--- src/rtl/led_status_ctrl.sv ---
// Multi-channel status-LED driver: per-channel OFF/ON/BLINK/BREATHE/ACTIVITY
// over a shared ms-tick prescaler, blink phase and breathe ramp.
module led_status_ctrl #(
  parameter int NUM_LEDS         = 1,
  parameter int TICK_DIV         = 48000,
  parameter int BLINK_HALF_TICKS = 256,
  parameter int ACT_TICKS        = 50,
  parameter int PWM_BITS         = 8,
  parameter int ACTIVE_LOW       = 0
) (
  input  logic                    clk_48mhz,
  input  logic                    reset,
  input  logic                    resync,
  input  logic [3*NUM_LEDS-1:0]   mode,
  input  logic [NUM_LEDS-1:0]     act_strobe,
  output logic [NUM_LEDS-1:0]     led,
  output logic                    tick
);

  localparam int PRESC_W = $clog2(TICK_DIV);
  localparam int BLINK_W = (BLINK_HALF_TICKS > 1) ? $clog2(BLINK_HALF_TICKS) : 1;
  localparam int ACT_W   = $clog2(ACT_TICKS + 1);

  localparam logic [PRESC_W-1:0]  PRESC_MAX = PRESC_W'(TICK_DIV - 1);
  localparam logic [BLINK_W-1:0]  BLINK_MAX = BLINK_W'(BLINK_HALF_TICKS - 1);
  localparam logic [ACT_W-1:0]    ACT_LOAD  = ACT_W'(ACT_TICKS);
  localparam logic [PWM_BITS-1:0] LEVEL_MAX = '1;
  localparam logic                POL       = (ACTIVE_LOW != 0);

  localparam logic [2:0] MODE_OFF      = 3'd0;
  localparam logic [2:0] MODE_ON       = 3'd1;
  localparam logic [2:0] MODE_BLINK    = 3'd2;
  localparam logic [2:0] MODE_BREATHE  = 3'd3;
  localparam logic [2:0] MODE_ACTIVITY = 3'd4;

  logic [PRESC_W-1:0]  presc_q, presc_d;
  logic                tick_q, tick_d;
  logic [BLINK_W-1:0]  blink_cnt_q, blink_cnt_d;
  logic                blink_phase_q, blink_phase_d;
  logic [PWM_BITS-1:0] level_q, level_d;
  logic                ramp_down_q, ramp_down_d;
  logic [PWM_BITS-1:0] pwm_cnt_q, pwm_cnt_d;
  logic [ACT_W-1:0]    act_cnt_q [NUM_LEDS];
  logic [ACT_W-1:0]    act_cnt_d [NUM_LEDS];
  logic [NUM_LEDS-1:0] led_q, led_d;
  logic [NUM_LEDS-1:0] lit;

  always_comb begin
    presc_d       = (presc_q == PRESC_MAX) ? '0 : presc_q + 1'b1;
    tick_d        = (presc_q == PRESC_MAX);
    pwm_cnt_d     = pwm_cnt_q + 1'b1;
    blink_cnt_d   = blink_cnt_q;
    blink_phase_d = blink_phase_q;
    level_d       = level_q;
    ramp_down_d   = ramp_down_q;

    if (tick_q) begin
      if (blink_cnt_q == BLINK_MAX) begin
        blink_cnt_d   = '0;
        blink_phase_d = ~blink_phase_q;
      end else begin
        blink_cnt_d = blink_cnt_q + 1'b1;
      end

      // Turning at the endpoints immediately holds each extreme for exactly one tick.
      if (!ramp_down_q) begin
        if (level_q == LEVEL_MAX) begin
          level_d     = level_q - 1'b1;
          ramp_down_d = 1'b1;
        end else begin
          level_d = level_q + 1'b1;
        end
      end else begin
        if (level_q == '0) begin
          level_d     = PWM_BITS'(1);
          ramp_down_d = 1'b0;
        end else begin
          level_d = level_q - 1'b1;
        end
      end
    end

    if (resync) begin
      presc_d       = '0;
      tick_d        = 1'b0;
      pwm_cnt_d     = '0;
      blink_cnt_d   = '0;
      blink_phase_d = 1'b0;
      level_d       = '0;
      ramp_down_d   = 1'b0;
    end
  end

  always_comb begin
    for (int i = 0; i < NUM_LEDS; i++) begin
      act_cnt_d[i] = act_cnt_q[i];
      if (act_strobe[i]) begin
        act_cnt_d[i] = ACT_LOAD;
      end else if (tick_q && (act_cnt_q[i] != '0)) begin
        act_cnt_d[i] = act_cnt_q[i] - 1'b1;
      end

      case (mode[3*i +: 3])
        MODE_OFF:      lit[i] = 1'b0;
        MODE_ON:       lit[i] = 1'b1;
        MODE_BLINK:    lit[i] = blink_phase_q;
        MODE_BREATHE:  lit[i] = (pwm_cnt_q < level_q);
        MODE_ACTIVITY: lit[i] = (act_cnt_q[i] != '0);
        default:       lit[i] = 1'b0;
      endcase
      led_d[i] = lit[i] ^ POL;
    end
  end

  always_ff @(posedge clk_48mhz) begin
    if (reset) begin
      presc_q       <= '0;
      tick_q        <= 1'b0;
      pwm_cnt_q     <= '0;
      blink_cnt_q   <= '0;
      blink_phase_q <= 1'b0;
      level_q       <= '0;
      ramp_down_q   <= 1'b0;
      led_q         <= {NUM_LEDS{POL}};
      for (int i = 0; i < NUM_LEDS; i++) act_cnt_q[i] <= '0;
    end else begin
      presc_q       <= presc_d;
      tick_q        <= tick_d;
      pwm_cnt_q     <= pwm_cnt_d;
      blink_cnt_q   <= blink_cnt_d;
      blink_phase_q <= blink_phase_d;
      level_q       <= level_d;
      ramp_down_q   <= ramp_down_d;
      led_q         <= led_d;
      for (int i = 0; i < NUM_LEDS; i++) act_cnt_q[i] <= act_cnt_d[i];
    end
  end

  assign led  = led_q;
  assign tick = tick_q;

endmodule

--- config.mk ---
export PLATFORM = sky130hd
export DESIGN_NAME = led_status_ctrl
export DESIGN_NICKNAME = d
export VERILOG_FILES = /design/src/rtl/led_status_ctrl.sv
export SDC_FILE = /design/constraint.sdc
export NUM_CORES = 1
export LEC_CHECK = 0
export ABC_AREA = 1
export CORE_AREA = 2 2 82 84
export CTS_CLUSTER_DIAMETER = 100
export CTS_CLUSTER_SIZE = 10
export DETAILED_ROUTE_END_ITERATION = 10
export DIE_AREA = 0 0 84 86
export GPL_ROUTABILITY_DRIVEN = 0
export PLACE_DENSITY = 0.67
export SYNTH_ARGS = -nofsm -noshare
export SYNTH_HDL_FRONTEND = slang
export SYNTH_SLANG_ARGS = --single-unit
--- constraint.sdc ---
create_clock -name clk_48mhz -period 1.43 [get_ports clk_48mhz]
set_clock_uncertainty 0.2 [all_clocks]
set_input_delay 0.286 -clock clk_48mhz [delete_from_list [all_inputs] [get_ports clk_48mhz]]
set_output_delay 0.286 -clock clk_48mhz [all_outputs]
set_load 0.05 [all_outputs]
======== Yosys cells after proc, flatten, opt, wreduce, memory -nomap -nowiden ========
Memory sizes are Yosys's and may differ from the RTL's.
Index checks and enable logic that the tools add are counted.
operators by class
  equality and inequality tests ........... 7
  add/sub/neg operators ................... 6
  reductions and logical operators ........ 7
  multiplexer cells ....................... 15
  bitwise logic cells ..................... 1
  magnitude comparators ................... 1
operators with widths
  operator                 count
  $mux W8                  4
  $add A8 B1 Y8 const B    3
  $mux W6                  3
  $add A16 B1 Y16 const B  1
  $eq A16 B16 Y1 const B   1
  $eq A8 B8 Y1 const B     2
  $logic_not A8 Y1         1
  $lt A8 B8 Y1             1
  $sub A8 B1 Y8 const B    1
  $mux W1                  7
  $eq A3 B2 Y1 const B     2
  $reduce_bool A6 Y1       1
  $reduce_or A6 Y1         1
  $sub A6 B1 Y6 const B    1
  $pmux W1 S4              1
  $eq A3 B1 Y1 const B     1
  $eq A3 B3 Y1 const B     1
  $reduce_or A3 Y1         1
  $reduce_and A2 Y1        1
  $reduce_or A2 Y1         1
  $logic_and A1 B1 Y1      1
  $not A1 Y1               1
storage, ports and cells
  input port bits ......................... 7
  RAM bits ................................ 6
  logic and storage cells ................. 46
  output and inout port bits .............. 2
  memories ................................ 1
  register bits ........................... 44
memories
  name       words  width  rd ports  clocked after Yosys merged registers in  write ports  line  text
  act_cnt_q  1      6      1         0                                        1            43    logic [ACT_W-1:0] act_cnt_q [NUM_LEDS];

======== Logic depth before layout (Yosys ltp) ========
  depth after elaboration ................. 5
  depth in mapped cells ................... 11
  depth with buffers taken out ............ 11

======== Least setup slack after synthesis ========
No wires, ideal clock.
  kind .................................... reg-to-reg
  start point ............................. register tick_q (netlist: tick)
  end point ............................... register blink_cnt_q[7]
  setup time .............................. 0.123 ns
  required time ........................... 1.107 ns
  path buffers ............................ 1
  arrival time ............................ 1.368 ns
  cell stages (with the launch flop) ...... 7
  path slack .............................. -0.261 ns
  cell sequence ........................... dfxtp_1 > buf_4 > nand2_1 > nor2_2 > nand3_1 > nor3_1 > nor3b_2
RTL lines
  element                 line  text
  start, declared         37    logic tick_q, tick_d;
  start signal, assigned  128   tick_q <= tick_d;
  end signal, assigned    130   blink_cnt_q <= blink_cnt_d;
  end, declared           38    logic [BLINK_W-1:0] blink_cnt_q, blink_cnt_d;

======== Worst setup path in the final report ========
  start point ............................. register presc_q[0]
  end point ............................... register presc_q[10]
between the ends
  longest elaborated chain between the ends .. 2
ends and longest elaborated chain
  element                                                  line  text
  start, declared                                          36    logic [PRESC_W-1:0] presc_q, presc_d;
  start signal, assigned                                   127   presc_q <= presc_d;
  branches (longest 2 deep; another with $add A16 B1 Y16)  --
Parallel ways; which one is timed is not known.
A chain may end at the register's enable or synchronous reset.

==> metrics.yaml <==
status:
  status: "finished, violations left"
  violations: "setup timing"
timing:
  finalWorstSetupSlack_ns: -0.0741
  timing.final.hold_violations: 0
  rsz0062_at_grt: "true"
  max_slew.worst_pin.slew_ns: 0.273
  final.period_utilization_pct: 105
  tns_ns: -1.05
  final-setup-viol-count: 25
  min_period_ns: 1.50
  relSlewSlack_pct: 81.6
  fmax_mhz: 665
  maxSlewViolCount: 0
placed_design:
  hpwl_um: 4710
  dp_worst_setup_slack_ns: -0.225
  numPortBuffers: 8
logic_synthesis:
  synthesis.area_um2: 2890
  synth_cell_types: 34
  synth_seq_cells: 50
  yosysWarningCount: 0
  synth_fp_nets: 437
  asyncSetResetFlopFracSynth_pct: 0
  synthFlopType: "sky130_fd_sc_hd__dfxtp_1"
  syn-mean-instance-area_um2: 6.97
  synth-edff-count: 0
  synthTopCellsByArea: "sky130_fd_sc_hd__dfxtp_1 35%, sky130_fd_sc_hd__nand2_1 11%, sky130_fd_sc_hd__nor2_1 7.8%, sky130_fd_sc_hd__ha_1 6.5%, sky130_fd_sc_hd__inv_1 6.4%"
  synth-seq-area-share_pct: 34.6
  yosysTopAreaCellShare_pct: 34.6
  yosys.cell_count.top_type: "sky130_fd_sc_hd__nand2_1"
  synth_cells: 415
  netlist.top_cell.by_area: "sky130_fd_sc_hd__dfxtp_1"
  synth.top_cells.by_count: "85 x sky130_fd_sc_hd__nand2_1, 60 x sky130_fd_sc_hd__nor2_1, 50 x sky130_fd_sc_hd__dfxtp_1"
floorplanning:
  fp.dieH_um: 86
  num_rows: 29
  floorplan.core_area_um2: 6280
  initial_utilization_pct: 46.1
  io_pins: 9
  dieArea_um2: 7220
  die-width_um: 84
route:
  drtIter0Drc: 138
  routed_wire_length_per_instance_um: 13.4
  drc: 0
  postRouteAntennaNets: 0
  detail_route.first_pass.iterations: 4
  postRouteWirelength_um: 7600
  vias: 2869
  routed_via_density: 5.06
power_and_ir_drop:
  total_power_mw: 2.50
  power.share.sequential_pct: 56.2
  internal_mw: 1.89
  powerDensity_nw_per_um2: 582
  clock_power_share_pct: 35.8
  netSwitchingFraction_pct: 24.5
  p_sw_mw: 0.612
  combinationalPowerShare_pct: 8.0
  power.static_leakage_nw: 1.73
  vdd.ir_drop.worst_uv: 635
worst_setup_path:
  critPathMaxFanout: 8
  critPathLaunchType: "flip-flop"
  worst-endpoint-required_ns: 1.43
  critPathArrivalTime_ns: 1.51
  cp_slowest_stage_delay_ns: 0.37
  crit_path_top_delay_cell: "sky130_fd_sc_hd__dfxtp_2"
  crit_chain: "ha_4, nand2_4, nor2_4, nand3_4, nand2_8, buf_12, nor2_1"
  timing_worst_setup_path_type: "reg -> reg"
  endpoint_kind: "flip-flop"
global_routing:
  antenna_violations_before_repair: 0
  grt_max_degree: 17
  track_usage_pct: 19.2
  grt_pass1_wl_um: 11500
  globalRouteOverflowTotal: 0
  via_count_of_the_first_global_routing_pass: 2691
final_layout:
  synthToLayoutAreaGrowth_pct: 48.3
  layout.core_utilization_pct: 68.4
  fillers: 466
  diodes: 0
  final_net_count: 511
  layout-drive-gt1-share_pct: 48.8
clock_tree:
  cts.sink_count: 50
  postCtsHoldBufs: 0
  max-clock-path-buffers: 2
  clk_pin_slew_ns: 0.10
  tritoncts_clock_tree: "built"
  cts-root-buf: "sky130_fd_sc_hd__clkbuf_8"
  insertion_delay_ns: 0.31
  cts.htree.levels: 2
  cts-buffers-inserted: 5
run:
  max_cap_violations: 0
min_path:
  timing.hold.worst.class: "reg -> reg"
[per-stage QoR]
| step | area [um^2] | hold WS, ns | cells |
|---|---|---|---|
| 2_1_floorplan | 2930 | 0.155 | 415 |
| 3_3_place_gp | 3470 | 0.236 | 545 |
| 3_5_place_dp | 3470 | 0.247 | 545 |
| 4_1_cts | 3790 | 0.244 | 560 |
| 5_1_grt | 4290 | 0.261 | 567 |
| 6_report | 4290 | 0.253 | 567 |
[placed cells by master, fill, tap and decap left out, types with 2 or more instances in the layout]
cell,count
sky130_fd_sc_hd__nand2_1,60
sky130_fd_sc_hd__buf_4,57
sky130_fd_sc_hd__nor2_1,39
sky130_fd_sc_hd__inv_1,38
sky130_fd_sc_hd__dfxtp_1,29
sky130_fd_sc_hd__nand2_2,28
sky130_fd_sc_hd__nor2_2,18
sky130_fd_sc_hd__a21oi_1,15
sky130_fd_sc_hd__nand3_1,14
sky130_fd_sc_hd__nand3_2,14
sky130_fd_sc_hd__a21oi_2,14
sky130_fd_sc_hd__inv_2,13
sky130_fd_sc_hd__dfxtp_2,13
sky130_fd_sc_hd__o21ai_0,11
sky130_fd_sc_hd__ha_4,11
sky130_fd_sc_hd__nor2_4,10
sky130_fd_sc_hd__xor2_1,9
sky130_fd_sc_hd__dfxtp_4,8
sky130_fd_sc_hd__buf_6,8
sky130_fd_sc_hd__nand4_1,7
sky130_fd_sc_hd__o21ai_1,7
sky130_fd_sc_hd__nand2_4,6
sky130_fd_sc_hd__clkbuf_8,6
sky130_fd_sc_hd__clkdlybuf4s50_1,6
sky130_fd_sc_hd__xnor2_1,5
sky130_fd_sc_hd__inv_4,4
sky130_fd_sc_hd__nor3_4,4
sky130_fd_sc_hd__o21ai_2,4
sky130_fd_sc_hd__buf_12,4
sky130_fd_sc_hd__inv_6,3
sky130_fd_sc_hd__nand3_4,3
sky130_fd_sc_hd__nor3_2,3
sky130_fd_sc_hd__ha_1,3
sky130_fd_sc_hd__nor3b_1,2
sky130_fd_sc_hd__nor3b_2,2
[area by class of cell]
class / count / area [um^2] / share of cell area (%)
clock buffers: 6 / 82.6 / 1.92
clock inverters: 2 / 16.3 / 0.379
inverters: 57 / 234 / 5.45
multi-input cells: 300 / 2160 / 50.3
flip-flops and latches: 50 / 1050 / 24.4
well taps: 77 / 96.3 / 2.24
repair buffers: 75 / 658 / 15.3
[cells by family (layout without fill, tap and decap cells)]
group,count (synthesis),count (layout),synth area share [%]
AO/OA/AOI/OAI,56,56,11.0
XOR/XNOR,16,16,4.84
adder cells (fa/ha/maj),15,15,6.49
buffers and inverters,65,140,9.55
flip-flops,50,50,34.6
AND/OR/NAND/NOR,213,213,33.5
[power by group through the flow]
stage,sequential [mW],combinational [mW],clock (mW)
after global placement,1.44,0.151,0
after detailed placement,1.44,0.153,0
after floorplan,1.45,0.0720,0
after CTS,1.41,0.161,0.915
after global routing,1.41,0.223,0.966
final,1.41,0.200,0.894
[timing repair]
item / 4_1_cts / 5_1_grt
pin swaps: 21 / 37
setup buffers: 7 / 7
gates cloned: 0 / 0
endpoints found under the setup margin: 38 / 42
gates resized for setup: 55 / 126
[worst max-delay path: cells and delay by family (launching register included)]
kind	cells	cell delay, ns
buffers and inverters	1	0.14
DFF	1	0.37
and+or+nand+nor	5	0.54
adders and majority gates	1	0.15
[sequential cells by signal (all words and copies together) (netlist names)]
register	flops
blink_phase_q	1
blink_cnt_q	8
led	1
ramp_down_q	1
level_q	8
pwm_cnt_q	8
presc_q	16
act_cnt_q	6
tick	1
[path summary, 6_finish.rpt]
check	start	cells past startpoint	slack, ns	end
worst min register to register	act_cnt_q[0][0]	1	0.25	act_cnt_q[0][0]
worst min-delay path	act_cnt_q[0][0]	1	0.25	act_cnt_q[0][0]
worst max-delay path	presc_q[0]	7	-0.07	presc_q[10]
worst max register to register	presc_q[0]	7	-0.07	presc_q[10]
[layer usage]
| layer | global-route usage [%] | wire, um | up-vias |
|---|---|---|---|
| met5 | 0 | 0 | - |
| met4 | 4.40 | 79 | 0 |
| met3 | 3.08 | 196 | 9 |
| met2 | 34.7 | 4090 | 37 |
| met1 | 24.2 | 3230 | 1350 |
| li1 | - | - | 1473 |
(Power assumes the default switching activity.)
